==> config.mk <==
export PLATFORM = sky130hd
export DESIGN_NAME = encoder_pulse_gen
export DESIGN_NICKNAME = d
export VERILOG_FILES = /design/src/rtl/encoder_pulse_gen.sv
export SDC_FILE = /design/constraint.sdc
export NUM_CORES = 1
export LEC_CHECK = 0
export CORE_MARGIN = 2
export CORE_UTILIZATION = 55
export DETAILED_ROUTE_END_ITERATION = 10
export DONT_BUFFER_PORTS = 1
export PLACE_DENSITY = 0.7
export SLEW_MARGIN = 20
export SYNTH_ARGS = -nofsm -noshare
export SYNTH_HDL_FRONTEND = slang
export SYNTH_SLANG_ARGS = --single-unit
==> constraint.sdc <==
create_clock -name CLK -period 4.6 [get_ports CLK]
set_input_delay 0.69 -clock CLK [delete_from_list [all_inputs] [get_ports CLK]]
set_output_delay 0.69 -clock CLK [all_outputs]
set_load 0.03 [all_outputs]
==> src/rtl/encoder_pulse_gen.sv <==
// encoder_pulse_gen
//   Encoder pulse emulator. Each measurement window it emits exactly the
//   requested number of evenly spaced pulses on A. It uses the same
//   prescaler/tick window timing as the windowed encoder pulse counter:
//   W = CLK_DIV * WINDOW_TICKS clocks per window.
//
// Parameters
//   CLK_DIV      clocks per tick
//   WINDOW_TICKS ticks per window
//   PULSE_HIGH   clocks A stays high per pulse (needs W/255 >= 2*PULSE_HIGH)
//
// Ports
//   CLK      clock, rising edge
//   RST      asynchronous reset, active low
//   Count_in requested pulses per window (0..255), qualified by Load
//   Load     one-cycle qualifier for Count_in
//   A        registered pulse output
//   En       one-cycle strobe on the first cycle of each window
//   Sent     pulses fired in the previous window
//   Busy     high while windows are running
module encoder_pulse_gen #(
  parameter int unsigned CLK_DIV      = 3200,
  parameter int unsigned WINDOW_TICKS = 21,
  parameter int unsigned PULSE_HIGH   = 8
) (
  input  logic       CLK,
  input  logic       RST,
  input  logic [7:0] Count_in,
  input  logic       Load,
  output logic       A,
  output logic       En,
  output logic [7:0] Sent,
  output logic       Busy
);

  localparam int unsigned W     = CLK_DIV * WINDOW_TICKS;
  localparam int unsigned PW    = (CLK_DIV > 1) ? $clog2(CLK_DIV) : 1;
  localparam int unsigned TW    = (WINDOW_TICKS > 1) ? $clog2(WINDOW_TICKS) : 1;
  localparam int unsigned HW    = (PULSE_HIGH > 1) ? $clog2(PULSE_HIGH) : 1;
  localparam int unsigned ACC_W = $clog2(W + 256);

  localparam logic [PW-1:0]    PRESC_MAX = PW'(CLK_DIV - 1);
  localparam logic [TW-1:0]    TICK_MAX  = TW'(WINDOW_TICKS - 1);
  localparam logic [ACC_W-1:0] W_L       = ACC_W'(W);
  localparam logic [ACC_W-1:0] HALF_W    = ACC_W'(W / 2);
  localparam logic [HW-1:0]    WID_INIT  = HW'(PULSE_HIGH - 1);

  typedef enum logic {
    IDLE,
    RUN
  } state_e;

  state_e           state_q, state_d;
  logic [PW-1:0]    presc_q, presc_d;
  logic [TW-1:0]    tick_q, tick_d;
  logic [ACC_W-1:0] acc_q, acc_d;
  logic [7:0]       active_q, active_d;
  logic [7:0]       pend_q, pend_d;
  logic             pend_vld_q, pend_vld_d;
  logic [7:0]       sent_cnt_q, sent_cnt_d;
  logic [7:0]       sent_q, sent_d;
  logic             en_q, en_d;
  logic             a_q, a_d;
  logic [HW-1:0]    wid_q, wid_d;

  logic             fire;
  logic             boundary;
  logic [ACC_W-1:0] sum;

  always_comb begin
    state_d    = state_q;
    presc_d    = presc_q;
    tick_d     = tick_q;
    acc_d      = acc_q;
    active_d   = active_q;
    pend_d     = pend_q;
    pend_vld_d = pend_vld_q;
    sent_cnt_d = sent_cnt_q;
    sent_d     = sent_q;
    en_d       = 1'b0;
    a_d        = a_q;
    wid_d      = wid_q;
    fire       = 1'b0;
    boundary   = 1'b0;
    sum        = acc_q + ACC_W'(active_q);

    case (state_q)
      IDLE: begin
        if (Load) begin
          state_d  = RUN;
          presc_d  = '0;
          tick_d   = '0;
          acc_d    = HALF_W;
          active_d = Count_in;
          en_d     = 1'b1;
        end
      end

      RUN: begin
        boundary = (presc_q == PRESC_MAX) && (tick_q == TICK_MAX);

        // Bresenham: acc stays below W, so sum < W + 256 never overflows.
        if (sum >= W_L) begin
          acc_d = sum - W_L;
          fire  = 1'b1;
        end else begin
          acc_d = sum;
        end

        if (presc_q == PRESC_MAX) begin
          presc_d = '0;
          tick_d  = (tick_q == TICK_MAX) ? '0 : tick_q + 1'b1;
        end else begin
          presc_d = presc_q + 1'b1;
        end

        if (Load) begin
          pend_d     = Count_in;
          pend_vld_d = 1'b1;
        end

        if (boundary) begin
          en_d       = 1'b1;
          sent_d     = sent_cnt_q + {7'd0, fire};
          sent_cnt_d = '0;
          pend_vld_d = 1'b0;
          // A Load landing on the boundary cycle bypasses the pending
          // register so it still governs the window that starts next.
          if (Load) begin
            active_d = Count_in;
          end else if (pend_vld_q) begin
            active_d = pend_q;
          end
        end else begin
          sent_cnt_d = sent_cnt_q + {7'd0, fire};
        end
      end

      default: state_d = IDLE;
    endcase

    // Pulse shaper: width counter counts down the remaining high cycles.
    if (fire) begin
      a_d   = 1'b1;
      wid_d = WID_INIT;
    end else if (a_q) begin
      if (wid_q == '0) begin
        a_d = 1'b0;
      end else begin
        wid_d = wid_q - 1'b1;
      end
    end
  end

  always_ff @(posedge CLK or negedge RST) begin
    if (!RST) begin
      state_q    <= IDLE;
      presc_q    <= '0;
      tick_q     <= '0;
      acc_q      <= '0;
      active_q   <= '0;
      pend_q     <= '0;
      pend_vld_q <= 1'b0;
      sent_cnt_q <= '0;
      sent_q     <= '0;
      en_q       <= 1'b0;
      a_q        <= 1'b0;
      wid_q      <= '0;
    end else begin
      state_q    <= state_d;
      presc_q    <= presc_d;
      tick_q     <= tick_d;
      acc_q      <= acc_d;
      active_q   <= active_d;
      pend_q     <= pend_d;
      pend_vld_q <= pend_vld_d;
      sent_cnt_q <= sent_cnt_d;
      sent_q     <= sent_d;
      en_q       <= en_d;
      a_q        <= a_d;
      wid_q      <= wid_d;
    end
  end

  assign A    = a_q;
  assign En   = en_q;
  assign Sent = sent_q;
  assign Busy = (state_q == RUN);

endmodule

==> results of run 1 <==
## per-stage QoR
| step | setup slack, ps | hold slack (ps) | power (W) |
|---|---|---|---|
| after floorplan | 778.0 | 394.4 | 0.001808 |
| after global placement | 574.7 | 397.1 | 0.001972 |
| after detailed placement | 456.1 | 396.8 | 0.002001 |
| after CTS | 439.8 | 3.155 | 0.002537 |
| after global routing | 70.04 | 0.4561 | 0.002740 |
| final | 358.7 | 24.56 | 0.002543 |
## cell type report
cell class	count	area, um2
clock inverter	7	77.57
inverter	16	60.06
fill	597	2795
sequential	73	1827
timing repair buffer	7	77.57
clock buffer	9	123.9
multi-input combinational	341	2246
tap	99	123.9
## synthesized netlist by cell type (3+ instances only)
cell type	count	share of area (%)
a21oi_1	26	3.1
and2_1	3	0.45
nor2b_1	5	0.74
o22a_1	3	0.62
o2111ai_1	3	0.62
nand3_1	17	2.0
a22o_1	8	1.7
xor2_1	10	2.1
nor3_1	7	0.83
mux2i_1	10	2.4
o211ai_1	3	0.53
nor2_1	39	3.5
mux2_2	10	2.7
o21ai_0	38	4.5
nand4b_1	3	0.62
xnor2_1	18	3.7
inv_1	14	1.2
a21o_1	3	0.53
ha_1	16	4.8
nand2b_1	5	0.74
clkbuf_1	10	0.89
nand2_1	54	4.8
dfrtp_1	73	43
o2bb2ai_1	3	0.62
nand3_2	3	0.71
and3_1	11	1.6
## sequential cells by signal, summed over array words and instances, names as in the netlist
register    flops
pend_vld_q      1
Sent            8
wid_q           3
tick_q          5
active_q        8
A               1
sent_cnt_q      8
En              1
acc_q          17
presc_q        12
pend_q          8
Busy            1
## logic make-up after synthesis
group,count (synthesis),share of synthesized area (%)
flops,73,43.39
xor+xnor,28,5.825
compound gates,116,18.34
simple gates,160,18.90
buf+inv,32,3.269
mux,20,5.052
fa+ha+maj,17,5.230
## cell usage in the layout (no fill, tap or decap), types with 3 or more instances in the layout
cell type	instances
a21o_1	3
a21oi_1	26
a22o_1	8
and2_1	3
and3_1	11
buf_4	4
clkbuf_8	9
dfrtp_1	73
ha_1	16
inv_1	14
mux2_2	10
mux2i_1	10
nand2_1	54
nand2b_1	5
nand3_1	17
nand3_2	3
nand4b_1	3
nor2_1	39
nor2b_1	5
nor3_1	7
o2111ai_1	3
o211ai_1	3
o21ai_0	38
o22a_1	3
o2bb2ai_1	3
xnor2_1	18
xor2_1	10
## where the power goes
group | internal (W) | total, W | switching, W
logic | 0.000502 | 0.00109 | 0.000588
registers | 0.000787 | 0.000932 | 0.000145
clock network | 0.000257 | 0.000521 | 0.000264
total | 0.00155 | 0.00254 | 0.000997
## worst max-delay path, stage by stage, from the launching register on
cell and delay [ps]:
dfrtp_1 410, ha_1 320, a211oi_2 340, nor2_1 90, o41ai_1 440, xnor2_1 270
inv_1 140, ha_1 250, inv_1 60, a41o_1 130, a221o_1 470, nand2_4 100
inv_2 90, ha_1 200, nand3_1 90, nor2_1 250, nand3_1 140, xor2_1 200
o2bb2ai_1 90
## worst min path at each step
stage               from                   endpoint  cells after the start
global placement     RST      acc_q[12]$_DFFE_PN0P_                      0
CTS                  RST  sent_cnt_q[6]$_DFFE_PN0P_                      0
global route         RST  sent_cnt_q[0]$_DFFE_PN0P_                      0
finish               RST      acc_q[13]$_DFFE_PN0P_                      0
floorplan            RST                A$_DFF_PN0_                      0
detailed placement   RST      acc_q[12]$_DFFE_PN0P_                      0
## per-layer routing
layer	part of all wire [%]	routed length (um)	track usage, %
met3	4.0	346	5.228
met1	48	4144	28.85
met2	46	3943	32.66
met5	0	0	0
met4	1.3	112	7.702
## what timing repair did
| action | CTS | global route |
|---|---|---|
| endpoints found under the setup margin | 0 | 0 |
| hold endpoints to repair | 0 | 40 |
| gates resized for setup | 0 | 0 |
| hold buffers | 0 | 3 |
==> out/qor.yml, run 1 <==
status: "complete, no violations"
routed_wl_mm: 8.546
arrival_ps: 4460
start_util_pct: 57.43
fin_tns_setup_ps: 0
synth_edf_count: 0
cts_max_path_buffers: 2
synth_flop_cell: "dfrtp_1"
r2r_setup_slack_ps: 360
maxSlewHeadroom_pct: 55.06
finalMaxSlewViolations: 0
seq_area_frac_synth_pct: 43.39
cp-endpoint: "sent_cnt_q[7]$_DFFE_PN0P_"
numCtsBuffers: 9
rows: 31
chipHeight_um: 91.50
timing.setup.critical_path_class: "register to register"
fmax_ghz: 0.2358
syn-num-nets: 474
worstHoldPathType: "input pin to async pin"
yosysUniqueCellTypes: 63
path_clk_slew_ps: 80
drt_iter0_markers: 186
reg2reg_depth: 18
wire_per_inst_um: 15.48
startpoint_type: "register"
cts_htree_levels: 3
setup_viol: 0
design_area_um2: 4536
diodes: 0
ys_ff_latch: 73
ant_nets: 0
grt_pass1_wl_mm: 14.36
gp_congestion: 0.8930
clkSinkCount: 73
required_ps: 4820
dp_cells: 533
cts_setup_buffers: 0
async_flop_share_pct: 100.0
final_cells: 552
ios: 22
cts-root-buf: "clkbuf_8"
vias: 3238
area.growth.synth_to_final_pct: 7.727
avgSynthCellArea_um2: 9.440
grt_overflow: 0
place_area_um2: 4287
die_x_um: 91.50
nNetsFinal: 476
drive_above_1_share_pct: 10.15
viasPerCell: 5.866
antenna_found_initial: 0
synth_warnings: 0
min_period_ps: 4241
cap_viol_max_count: 0
skew_ps: 8.319
powerDensity_nw_per_um2: 560.7
die_area_um2: 8371
track_usage_pct: 21.13
critPathMaxFanout: 10
end_kind: "register"
r2r-start: "acc_q[1]$_DFFE_PN0P_"
grt_max_degree: 74
grt_pass1_vias: 3194
cts_tree: "yes"
core-area_um2: 7331
r2r-end: "sent_cnt_q[7]$_DFFE_PN0P_"
post-route-period-util_pct: 92.20
synthCells: 446
p_leak_nw: 2.000
portBuffers: 0
clkLatencyLatePin_ps: 360
hold_viol: 0
postLayoutCoreUtil_pct: 61.87
syn_area_um2: 4210
tightest_slew_ps: 671.9
first_pass_iters: 5
vdd_drop_max_v: 0.0002398
drc: 0
crit_start: "acc_q[1]$_DFFE_PN0P_"
dp.final_hpwl_mm: 5.668
rsz0062_at_grt: "no"
Power figures use the tool's default switching activity.
==> run 2: changes to the inputs <==
--- a/config.mk
+++ b/config.mk
@@ -5,11 +5,13 @@
 export SDC_FILE = /design/constraint.sdc
 export NUM_CORES = 1
 export LEC_CHECK = 0
+export CORE_ASPECT_RATIO = 2
 export CORE_MARGIN = 2
 export CORE_UTILIZATION = 55
 export DETAILED_ROUTE_END_ITERATION = 10
 export DONT_BUFFER_PORTS = 1
 export PLACE_DENSITY = 0.7
+export REMOVE_ABC_BUFFERS = 1
 export SLEW_MARGIN = 20
 export SYNTH_ARGS = -nofsm -noshare
 export SYNTH_HDL_FRONTEND = slang
==> run 2 against run 1 <==
Compared with the run above: core utilization hardly changed; clock-buffer cell count is 3 higher; routed wire length is 9.0% higher; register-to-register slack worse by 40 ps; clock skew is 3.9 ps lower; non-clock buffer count is 4 lower; clock power is 58% higher; largest power group unchanged.
==> out/qor.yml, run 2 (synthesis results as in run 1) <==
clkSinkCount: 73  # unchanged
layout_common_cells: "dfrtp_1, nand2_1, nor2_1"
cts_htree_levels: 3  # unchanged
grt_pass1_wl_mm: 15.62  # +8.8%
hold_viol: 0  # unchanged
routed_wl_mm: 9.311  # +9.0%
timing.setup.critical_path_class: "register to register"
arrival_ps: 4500  # +40 ps
startpoint_type: "register"
skew_ps: 4.391  # -3.928 ps
path_clk_slew_ps: 60  # -20 ps
cts-root-buf: "clkbuf_16"
status: "complete, no violations"
nNetsFinal: 472  # -0.84%
antenna_found_initial: 0  # unchanged
core-area_um2: 7488  # +2.2%
vias: 3318  # +2.5%
design_area_um2: 4634  # +2.2%
required_ps: 4810  # about the same
numCtsBuffers: 9  # unchanged
ant_nets: 0  # unchanged
post-route-period-util_pct: 93.12  # +0.92 points
crit_start: "acc_q[0]$_DFFE_PN0P_"
r2r-start: "acc_q[0]$_DFFE_PN0P_"
grt_max_degree: 74  # unchanged
cts_max_path_buffers: 2  # unchanged
vdd_drop_max_v: 0.0003285  # +37%
worstHoldPathType: "input pin to async pin"
diodes: 0  # unchanged
powerDensity_nw_per_um2: 618.6  # +10%
portBuffers: 0  # unchanged
tightest_slew_ps: 706.1  # +34.18 ps
cap_viol_max_count: 0  # unchanged
cts_tree: "yes"
track_usage_pct: 23.85  # +2.7 points
die_x_um: 65.87  # -28%
grt_overflow: 0  # unchanged
first_pass_iters: 4  # -1
clkLatencyLatePin_ps: 340  # -20 ps
final_common_cell: "dfrtp_1"
start_util_pct: 56.22  # -1.2 points
top_register: "acc_q"
area.growth.synth_to_final_pct: 10.07
finalMaxSlewViolations: 0  # unchanged
dp.final_hpwl_mm: 6.439  # +14%
ios: 22  # unchanged
setup_viol: 0  # unchanged
grt_pass1_vias: 3381  # +5.9%
p_leak_nw: 2.042  # +2.1%
min_period_ps: 4284  # +42.36 ps
fin_tns_setup_ps: 0  # unchanged
fmax_ghz: 0.2334  # -0.99%
maxSlewHeadroom_pct: 52.43  # -2.6 points
drc: 0  # unchanged
drive_above_1_share_pct: 9.800  # -0.35 points
largest_reg_flops: 17  # unchanged
largest_registers: "acc_q: 17 flops, presc_q: 12 flops"
chipHeight_um: 127.7  # +40%
gp_congestion: 0.8537  # -4.4%
worst_hold_slack_ps: 46.47  # +21.91 ps
rows: 45  # +45%
end_kind: "register"
die_area_um2: 8413  # +0.50%
viasPerCell: 6.110  # +4.2%
rsz0062_at_grt: "no"
drt_iter0_markers: 186  # unchanged
wire_per_inst_um: 17.15  # +11%
place_area_um2: 4273  # -0.32%
critPathMaxFanout: 10  # unchanged
==> run 2: cell type report <==
cell class	count	area (um2)
inverters	16	60.06
multi-input cells	341	2252
clock inverters	4	98.84
clock buffers	12	256.5
fillers	633	2854
flip-flops and latches	73	1827
repair buffers	3	22.52
well taps	94	117.6
==> run 2: stage by stage <==
| stage | util, % | setup slack [ps] | power (W) | std cells |
|---|---|---|---|---|
| 5_1_grt | 61.89 | 49.85 | 0.003032 | 543 |
| 6_report | 61.89 | 316.3 | 0.002867 | 543 |
| 2_1_floorplan | - | 678.1 | 0.001780 | 430 |
| 3_3_place_gp | 57.06 | 441.3 | 0.001960 | 527 |
| 4_1_cts | 61.80 | 203.7 | 0.002858 | 543 |
| 3_5_place_dp | 57.06 | 220.7 | 0.002009 | 527 |
==> run 2: path summary, 6_finish.rpt <==
kind	end	slack, ps	depth (start not counted)
max reg2reg	Sent[6]$_DFFE_PN0P_	320	19
min reg2reg	pend_vld_q$_DFFE_PN0P_	490	2
max	Sent[6]$_DFFE_PN0P_	320	19
max in group asynchronous	acc_q[11]$_DFFE_PN0P_	4420	0
min in group CLK	acc_q[1]$_DFFE_PN0P_	450	1
min	presc_q[11]$_DFFE_PN0P_	50	0
==> run 2: metal layers <==
metal	global-route usage, %	part of all wire (%)	up-vias
li1	-	-	1592
met1	28.85	43	1633
met2	40.11	51	70
met3	5.004	3.1	23
met4	10.54	2.4	0
met5	0	0	-
==> run 2: critical path, stage by stage (launching register included) <==
cell	delay [ps]
dfrtp_1	360
ha_1	190
inv_1	60
fa_1	420
nor2b_1	220
o2111a_1	240
nor2_1	60
a311oi_2	360
ha_1	260
inv_1	50
a41o_1	220
a221o_1	500
nand2_4	160
inv_2	60
ha_1	210
ha_1	240
nand3_1	140
nor2_1	90
xnor2_1	220
a21oi_1	100
==> run 2: timing repair <==
action / 4_1_cts / 5_1_grt
hold endpoints to repair: 0 / 0
setup buffers: 0 / 0
resized for setup: 0 / 1
endpoints found under the setup margin: 0 / 4
hold buffers: 0 / 0
==> run 2: report_power, final <==
part | internal, W | switching [W] | leakage (nW)
Combinational | 0.000496 | 0.000606 | 0.961
Sequential | 0.000789 | 0.000152 | 0.909
Clock | 0.000560 | 0.000264 | 0.173
==> run 3: changes to the inputs <==
--- a/config.mk
+++ b/config.mk
@@ -11,7 +11,6 @@
 export DETAILED_ROUTE_END_ITERATION = 10
 export DONT_BUFFER_PORTS = 1
 export PLACE_DENSITY = 0.7
-export REMOVE_ABC_BUFFERS = 1
 export SLEW_MARGIN = 20
 export SYNTH_ARGS = -nofsm -noshare
 export SYNTH_HDL_FRONTEND = slang
==> run 3 against run 2 <==
Compared with the run above: via count decreased by 1.8%; global-route usage fell by 0.64 points; first-iteration DRC count increased by 37%; combinational power about the same; clock power down 16%; cell area decreased by 1.3%; fmax grew 2.3%; core utilization shrank 0.79 points; power decreased by 5.4%; largest cell class unchanged.
==> out/qor.yml, run 3 (synthesis results as in run 1) <==
drive_above_1_share_pct: 9.800  # unchanged
critPathMaxStageDelay_ps: 500  # about the same
cts-root-buf: "clkbuf_16"
cp_common_cell: "ha_1"
track_usage_pct: 23.20  # -0.64 points
largest_reg_flops: 17  # unchanged
grt_pass1_vias: 3318  # -1.9%
gp_congestion: 0.9024  # +5.7%
slowest_stage: "a221o_1"
maxSlewHeadroom_pct: 49.18  # -3.3 points
critPathMaxFanout: 10  # unchanged
wire_per_inst_um: 16.12  # -6.0%
area.growth.synth_to_final_pct: 8.678
grt_max_degree: 74  # unchanged
fin_tns_setup_ps: 0  # unchanged
p_int_w: 0.001717  # -6.9%
final_common_cell: "dfrtp_1"
skew_ps: 6.618  # +2.227 ps
finalMaxSlewViolations: 0  # unchanged
cts_tree: "yes"
rows: 45  # unchanged
worstHoldPathType: "input pin to async pin"
grt_pass1_wl_mm: 15.10  # -3.3%
drt_iter0_markers: 255  # +37%
start_util_pct: 56.22  # unchanged
grt_overflow: 0  # unchanged
hold_viol: 0  # unchanged
timing.setup.critical_path_class: "register to register"
chipHeight_um: 127.7  # unchanged
first_pass_iters: 5  # +1
diodes: 0  # unchanged
crit_path_cell_trace: "ha_1, inv_1, fa_1, nor2b_1, o2111a_1, nor2_1, a311oi_1, buf_4, ha_1, inv_1, a41o_1, a221o_1, nand2_4, inv_2, ha_1, ha_1, nand3_1, nor2_1, xnor2_1, o2bb2ai_1"
die_area_um2: 8413  # unchanged
layout_common_cells: "dfrtp_1, nand2_1, nor2_1"
arrival_ps: 4370  # -130 ps
required_ps: 4780  # -30 ps
cts_max_path_buffers: 2  # unchanged
portBuffers: 0  # unchanged
pre_cts_ws_ps: 460.1  # +239.4 ps
cts_resized: 0  # unchanged
switchingPower_w: 0.0009937  # -2.8%
nNetsFinal: 473  # +0.21%
post-route-period-util_pct: 91.01  # -2.1 points
vias: 3258  # -1.8%
largest_registers: "acc_q: 17 flops, presc_q: 12 flops"
core-area_um2: 7488  # unchanged
status: "complete, no violations"
dp.final_hpwl_mm: 6.153  # -4.4%
path_clk_slew_ps: 60  # about the same
cts_htree_levels: 3  # unchanged
hold_buffers: 0  # unchanged
end_kind: "register"
clkSinkCount: 73  # unchanged
tightest_slew_ps: 754.4  # +48.30 ps
min_period_ps: 4186  # -97.24 ps
clkLatencyLatePin_ps: 330  # about the same
cap_viol_max_count: 0  # unchanged
routed_wl_mm: 8.755  # -6.0%
rsz0062_at_grt: "no"
vdd_drop_max_v: 0.0003345  # +1.8%
combPwrFrac_pct: 40.1  # +1.7 points
startpoint_type: "register"
die_x_um: 65.87  # unchanged
ant_nets: 0  # unchanged
drc: 0  # unchanged
clockPowerShare_pct: 25.4  # -3.3 points
setup_ws_ps: 413.5  # +97.24 ps
fmax_ghz: 0.2389  # +2.3%
powerDensity_nw_per_um2: 592.4  # -4.2%
viasPerCell: 6.000  # -1.8%
ios: 22  # unchanged
top_register: "acc_q"
cts_setup_buffers: 0  # unchanged
pwr-share-seq_pct: 34.5  # +1.7 points
p_leak_nw: 2.017  # -1.2%
antenna_found_initial: 0  # unchanged
switching_share_pct: 36.66  # +1.0 points
numCtsBuffers: 9  # unchanged
setup_viol: 0  # unchanged
-- run 3: worst max-delay path, delay by kind of cell, from the launching register on --
family | cells | cell delay (ps)
AO/OA/AOI/OAI | 5 | 1300
XOR/XNOR | 1 | 180
adder cells (fa/ha/maj) | 5 | 1220
buffers and inverters | 4 | 340
flip-flops | 1 | 360
AND/OR/NAND/NOR | 5 | 650
-- run 3: path summary, 6_finish.rpt --
check | start | to | slack, ps | depth (start not counted)
max | acc_q[0]$_DFFE_PN0P_ | sent_cnt_q[6]$_DFFE_PN0P_ | 410 | 20
min | RST | acc_q[12]$_DFFE_PN0P_ | 50 | 0
max reg2reg | acc_q[0]$_DFFE_PN0P_ | sent_cnt_q[6]$_DFFE_PN0P_ | 410 | 20
min reg2reg | tick_q[4]$_DFFE_PN0P_ | tick_q[4]$_DFFE_PN0P_ | 480 | 1
max in group asynchronous | RST | pend_q[3]$_DFFE_PN0P_ | 4390 | 0
min in group CLK | Load | acc_q[1]$_DFFE_PN0P_ | 460 | 1
-- run 3: routing by layer --
| layer | routed length [um] | track usage [%] | vias to the layer above |
|---|---|---|---|
| met4 | 206 | 11.27 | 0 |
| li1 | - | - | 1595 |
| met5 | 0 | 0 | - |
| met3 | 264 | 4.214 | 16 |
| met2 | 4589 | 38.80 | 61 |
| met1 | 3696 | 28.23 | 1586 |
-- run 3: final cells by class --
type | instances | area (um2)
inverters | 16 | 60.06
multi-input cells | 341 | 2246
flip-flops and latches | 73 | 1827
repair buffers | 4 | 30.03
clock buffers | 10 | 239.0
clock inverters | 5 | 56.30
well taps | 94 | 117.6
fillers | 650 | 2913
-- run 3: power by group through the flow --
stage               clock network (W)  logic (W)  registers [W]
floorplan                           0   0.000931       0.000877
global placement                    0    0.00103       0.000933
detailed placement                  0    0.00107       0.000943
CTS                          0.000708    0.00108       0.000934
global route                 0.000732    0.00122       0.000960
finish                       0.000689    0.00109       0.000935
-- run 3: stage by stage --
stage	area, um2	hold slack, ps	util, %	cells	total power (W)
after CTS	4576	35.79	61.10	543	0.002719
after floorplan	4210	394.4	-	446	0.001808
final	4576	51.43	61.10	543	0.002711
after detailed placement	4280	397.5	57.16	528	0.002010
after global placement	4280	398.2	57.16	528	0.001964
after global routing	4576	37.77	61.10	543	0.002916
